`src/rtl/event_count_bcd_converter.sv`:
```
// event_count_bcd_converter: iterative shift-add-3 binary-to-BCD converter, one bit per clock
module event_count_bcd_converter #(
   parameter int BIN_WIDTH = 32,
   parameter int DIGITS    = 10
) (
   input  logic                   clk,
   input  logic                   reset,
   input  logic [BIN_WIDTH-1:0]   data_in,
   input  logic                   data_valid,
   output logic                   busy,
   output logic [4*DIGITS-1:0]    bcd_out,
   output logic                   bcd_valid,
   output logic                   dropped
);
   localparam int ITW = $clog2(BIN_WIDTH + 1);
   typedef enum logic [1:0] {IDLE, SHIFT, LOAD} state_t;
   state_t state, state_n;
   logic [BIN_WIDTH-1:0] bin_sr;
   logic [4*DIGITS-1:0] scratch, adj;
   logic [ITW-1:0] iter;
   assign busy = state != IDLE;
   always_comb begin
      adj = scratch;
      for (int i = 0; i < DIGITS; i++)
         adj[4*i+:4] = scratch[4*i+:4] >= 4'd5 ? scratch[4*i+:4] + 4'd3 : scratch[4*i+:4];
      state_n = state == IDLE  ? (data_valid ? SHIFT : IDLE) :
                state == SHIFT ? (iter == ITW'(BIN_WIDTH - 1) ? LOAD : SHIFT) : IDLE;
   end
   always_ff @(posedge clk) begin
      if (!reset) begin
         state     <= IDLE;
         bin_sr    <= '0;
         scratch   <= '0;
         iter      <= '0;
         bcd_out   <= '0;
         bcd_valid <= 1'b0;
         dropped   <= 1'b0;
      end else begin
         state     <= state_n;
         bcd_valid <= state == LOAD;
         dropped   <= data_valid && state != IDLE;
         if (state == IDLE && data_valid) begin
            bin_sr  <= data_in;
            scratch <= '0;
            iter    <= '0;
         end
         // adjusted digits shift left together with the next binary bit
         if (state == SHIFT) begin
            {scratch, bin_sr} <= {adj, bin_sr} << 1;
            iter              <= iter + ITW'(1);
         end
         if (state == LOAD) bcd_out <= scratch;
      end
   end
endmodule

```
`config.mk`:
```
export PLATFORM = sky130hd
export DESIGN_NAME = event_count_bcd_converter
export DESIGN_NICKNAME = d
export VERILOG_FILES = /design/src/rtl/event_count_bcd_converter.sv
export SDC_FILE = /design/constraint.sdc
export NUM_CORES = 1
export LEC_CHECK = 0
export ABC_AREA = 1
export CAP_MARGIN = 5
export CORE_MARGIN = 5
export CORE_UTILIZATION = 54
export DETAILED_ROUTE_END_ITERATION = 12
export GPL_TIMING_DRIVEN = 0
export PLACE_DENSITY = 0.79
export SLEW_MARGIN = 10
export SYNTH_ARGS = -nofsm -noshare
export SYNTH_HDL_FRONTEND = slang
export SYNTH_SLANG_ARGS = --single-unit
```
`constraint.sdc`:
```
create_clock -name clk -period 3.85 [get_ports clk]
set_clock_uncertainty 0.05 [all_clocks]
set_input_delay 0.77 -clock clk [delete_from_list [all_inputs] [get_ports clk]]
set_output_delay 0.77 -clock clk [all_outputs]
set_load 0.1 [all_outputs]
```
**After elaboration in Yosys (flattened, before gate mapping)**

Cells that the tools add are included.
W data, S select, Z words.

- Register bits after elaboration: 122
- Word-level logic and storage cells: 59
- RAM bits: 0
- Latch bits: 0
- Output and inout bits: 43
- Memories kept: 0
- Bits of input ports: 35
- Bits in read-only memories: 0

- Reductions and logical operators: 6
- Multiplexer cells: 20
- Divide/modulo/power cells: 0
- $add $sub $neg: 11
- Shift-type cells: 0
- Equal/unequal tests: 3
- Magnitude comparators: 10
- Bitwise operators: 1
- $mul: 0

Operator list:

| operator | number |
|---|---|
| $mux W40 | 2 |
| $mux W32 | 2 |
| $ge A4 B3 Y1 const B | 10 |
| $add A4 B2 Y4 const B | 9 |
| $mux W4 | 9 |
| $mux W6 | 2 |
| $add A6 B1 Y6 const B | 1 |
| $eq A6 B5 Y1 const B | 1 |
| $mux W2 | 3 |
| $reduce_bool A2 Y1 | 2 |
| $add A3 B2 Y3 const B | 1 |
| $mux W3 | 1 |
| $eq A2 B1 Y1 const B | 1 |
| $eq A2 B2 Y1 const B | 1 |
| $logic_and A1 B1 Y1 | 2 |
| $logic_not A2 Y1 | 1 |
| $reduce_or A2 Y1 | 1 |
| $mux W1 | 1 |
| $not A1 Y1 | 1 |

**Longest topological paths before layout**

- Word-level depth: 4
- Mapped depth: 9
- Depth with buffers taken out: 9

**Least setup slack after synthesis**

No wires, ideal clock.

- Path type: flip-flop to output port
- From: register state[1]
- To: output busy
- Cell stages (with the launch flop): 3
- Path buffers: 0
- Required time: 3030 ps
- Slack: 1952 ps
- Arrival: 1078 ps
- Cell sequence: dfxtp_1 nor2_1 inv_1

- Word-level cells in the longest chain between the ends: 1

RTL lines:

| item | line | RTL |
|---|---|---|
| start, declared | 17 | `state_t state, state_n;` |
| start signal, assigned | 39 | `state <= state_n;` |
| $reduce_bool A2 Y1 | 21 | `assign busy = state != IDLE;` |
| end, declared | 10 | `output logic busy,` |

No other way between the ends.

**Final worst setup path**

Ends and elaborated chain as after synthesis.

==> results by stage <==
Synth:
- The count of cell types in the netlist is 24.
- The average size of a mapped cell is between 7 and 8 µm².
- The post-synthesis compound-gate area fraction is 16.5%.
- The portion of synthesized area spent on multiplexers is 0%.
- Synthesis produced between 700 and 800 cells.
- In the post-synthesis netlist, the biggest area contributors are dfxtp_1 44%, nand2_1 15%, a21oi_1 6.5%, ha_1 4.8%, nand3_1 4.4%.
- The post-synthesis sequential area ratio is 44.5%.
- After synthesis, the largest family of logic cells by area is simple AND/OR/NAND/NOR gates.
- The synthesized netlist devotes about a quarter of its cell area to simple gates.
- The arithmetic-cell share of the synthesized area counting full adders, half adders and majority gates is under 10%.
- The mapped netlist covers 0.00549 mm².
- The total of flip-flops plus latches after synthesis is 122.
- dfxtp_1 takes more of the synthesized area than any other cell.
- After synthesis, the largest area contributor takes up between 40 and 50% of total cell area.
- The synthesized netlist net count is between 800 and 900.
- The number of warnings printed during yosys synthesis is 0.
- The xor and xnor area share after synthesis is 0%.

Min path:
- The worst hold endpoint is bin_sr[0].
- In this run the most critical hold path is launched from bin_sr[0].
- Along the worst hold path, the cell count comes to 2.
- In this run the worst hold path is classified as register to register.

Global routing:
- The remaining global-route overflow is 0.
- Entering global routing, the biggest net connects 17 pins.
- The number of antenna violations at the first check in global routing is 0.
- Global routing used roughly 23% of the available tracks.
- The global-route wire length before repair is 23.8 mm.
- The via count of the first global-routing pass is 5394.

Worst setup path:
- The worst register-to-register path begins at state[0].
- The critical path goes through nor2_1 -> inv_1 -> clkdlybuf4s50_1.
- The required time at the endpoint of the critical path is between 3000 and 4000 ps.
- Of all nets on the critical path, the largest fanout is 4.
- For the worst setup path, the data arrival time is about 2300 ps.
- The kind of launch point of the worst setup path is a register.
- The endpoint of the lowest-slack register-to-register path is scratch[18].
- The slowest cell on the critical path is clkdlybuf4s50_1.
- The critical path start-end classification is register to primary output.
- The length in cells of the worst reg-to-reg path is 5.
- STA classifies the critical path endpoint as a primary output.
- The highest cell delay on the worst timing path is between 1000 and 1500 ps.
- The setup check on the worst reg-to-reg path leaves a slack of ~2300 ps.

Timing:
- In the final timing run, aggregate negative setup slack is 0 ps.
- The share of the clock period used by the worst path after layout is around four fifths.
- Setup repair after global routing left no endpoint under its margin.
- Final hold analysis gives a worst-case slack of between 400 and 500 ps.
- The hold violation total from the final report is 0.
- For the pin with the worst max-slew slack, the measured transition is roughly 1000 ps.
- The worst slew margin relative to its limit is between 30 and 40%.
- Timing would allow up to around 320 MHz.
- The final critical-path required period is ~3100 ps.
- The final max-slew violation count is 0.
- The total setup violations reported at the end of the flow is 0.

Final layout:
- The net total in the final layout is about 900.
- The post-route netlist has approximately 7% of its cells at a drive strength greater than 1.
- The filler cell count is ~780.
- The number of antenna diodes in the final layout is 0.
- The area growth from synthesis to layout is 27.5%.

Power and ir drop:
- The total power is about 3 mW.
- The worst-case IR drop observed on VDD is between 0.0002 and 0.0003 V.
- The analysis attributes to cell leakage a power of 2.85 nW.
- In this run the power density over the cells is around 440 mW/mm².

Floorplanning:
- The die span in x is about 110 µm.
- The starting utilization of the core area is 55.7%.
- The area of the die is 0.0123 mm².
- The die extent in y is about 110 µm.
- The top-level I/O count is between 70 and 80.
- The initialized floorplan defines 36 standard-cell rows.
- In this run the standard cell core region covers a little under 0.01 mm².

Clocking:
- The number of buffers added for setup after CTS is 0.
- The source-to-sink clock delay at the later pin of the worst-skew pair is roughly 530 ps.
- The post-cts sizing count is 0.
- After clock tree synthesis, the clock-pin slew on the worst setup and hold paths is approximately 60 ps.
- The clock tree synthesis step divided the H-tree into 4 levels.
- The TritonCTS clock tree is yes.
- The number of buffers on the longest clock path is 2.
- The number of buffers created by CTS is 17.
- The CTS sink count is 122.
- After clock tree synthesis, the flow added hold-fix buffers numbering 0.
- The tree is rooted in a clkbuf_8.

Detailed routing:
- For this run, the detailed router's first-pass iteration total came to 5.
- In the routed design, unresolved DRC markers number 0.
- After detailed routing, the number of vias per cell comes to 5.44.
- After detailed routing, the average wire length per cell comes to roughly 14 µm.
- The detailed router's first-iteration violation count is between 400 and 500.
- After detailed routing, the total wire length is ~14 mm.
- Detailed routing inserted a total of about 5400 vias.
- Once detail routing completed, the nets flagged for antenna violations numbered 0.

Status:
- The run finished with clean final reports.

Placed design:
- Routability-driven placement finished with a final weighted congestion of between 0.8 and 0.9.
- The count of port buffers added during placement is 76.
- Once detailed placement completed, the half-perimeter wirelength came to roughly 9.5 mm.

Run:
- The max-capacitance violation count is 0.
-- cells in the mapped netlist --
master	count
nand4_1	22
dfxtp_1	122
a31oi_1	31
o211ai_1	5
nor4_1	1
buf_2	13
a21oi_1	71
buf_1	4
ha_1	21
nand3_1	48
nand2_2	1
inv_2	5
a21boi_1	1
nor2_4	1
buf_4	8
o21ai_0	47
a22oi_1	2
nand2_1	221
o21bai_2	1
buf_6	4
o21ai_1	10
nor2_1	51
inv_1	57
clkbuf_1	11
-- per-stage QoR --
step	area [µm²]	utilization, %	setup slack [ps]	instances
after floorplan	5490	-	1950	758
after global placement	6420	65.1	1320	967
after detailed placement	6420	65.1	1310	967
after CTS	7000	71.0	735	998
after global routing	7000	71.0	677	998
final	7000	71.0	742	998
-- routing by layer --
layer | track usage [%] | part of all wire [%] | vias to the layer above
met5 | 0 | 0 | -
met4 | 9.36 | 1.4 | 0
met3 | 6.17 | 6.8 | 18
met2 | 39.8 | 49 | 206
met1 | 26.9 | 42 | 2508
li1 | - | - | 2702
-- state kept, by name (all words and copies together), names as in the netlist --
| name | cells |
|---|---|
| bcd_out | 40 |
| scratch | 40 |
| bin_sr | 32 |
| iter | 6 |
| state | 2 |
| bcd_valid | 1 |
| dropped | 1 |
-- power by group --
group	switching [mW]	internal (mW)
registers	0.0140	1.29
logic	0.116	0.0747
clock network	0.532	1.03
total	0.662	2.39
-- cells by family (layout without fill, tap and decap cells) --
family,after synthesis,in the layout
and+or+nand+nor,345,345
AOI/OAI and AO/OA,168,168
DFF,122,122
buffers and inverters,102,209
adders and majority gates,21,21
-- how the worst max path moves through the flow --
| stage | startpoint | to | slack, ps | cells past startpoint |
|---|---|---|---|---|
| floorplan | state[1] | busy | 1950 | 2 |
| global placement | state[1] | busy | 1320 | 3 |
| detailed placement | state[1] | busy | 1310 | 3 |
| CTS | state[1] | busy | 740 | 3 |
| global route | state[1] | busy | 680 | 3 |
| finish | state[1] | busy | 740 | 3 |
-- layout make-up --
type                            instances  area, µm²  area share, %
Multi-Input combinational cell        534       2590           37.0
Sequential cell                       122       2440           34.9
Timing Repair Buffer                   76        761           10.9
Clock buffer                           22        463           6.61
Inverter                               62        233           3.32
Buffer                                 40        226           3.23
Tap cell                              133        166           2.38
Clock inverter                          9        120           1.72
-- placed cells by master (no fill, tap or decap), drive strengths merged, types with 2 or more instances in the layout --
cell type,n
nand2,222
dfxtp,122
clkdlybuf4s50,76
a21oi,71
inv,62
o21ai,57
nor2,52
nand3,48
clkbuf,33
a31oi,31
buf,29
nand4,22
ha,21
clkinv,6
o211ai,5
bufinv,3
a22oi,2
-- critical path: cells and delay by family (launching register included) --
kind / cells / cell delay (ps)
buffers and inverters: 2 / 1200
DFF: 1 / 440
and+or+nand+nor: 1 / 120
Note: power is estimated with default switching activity, not from simulation.
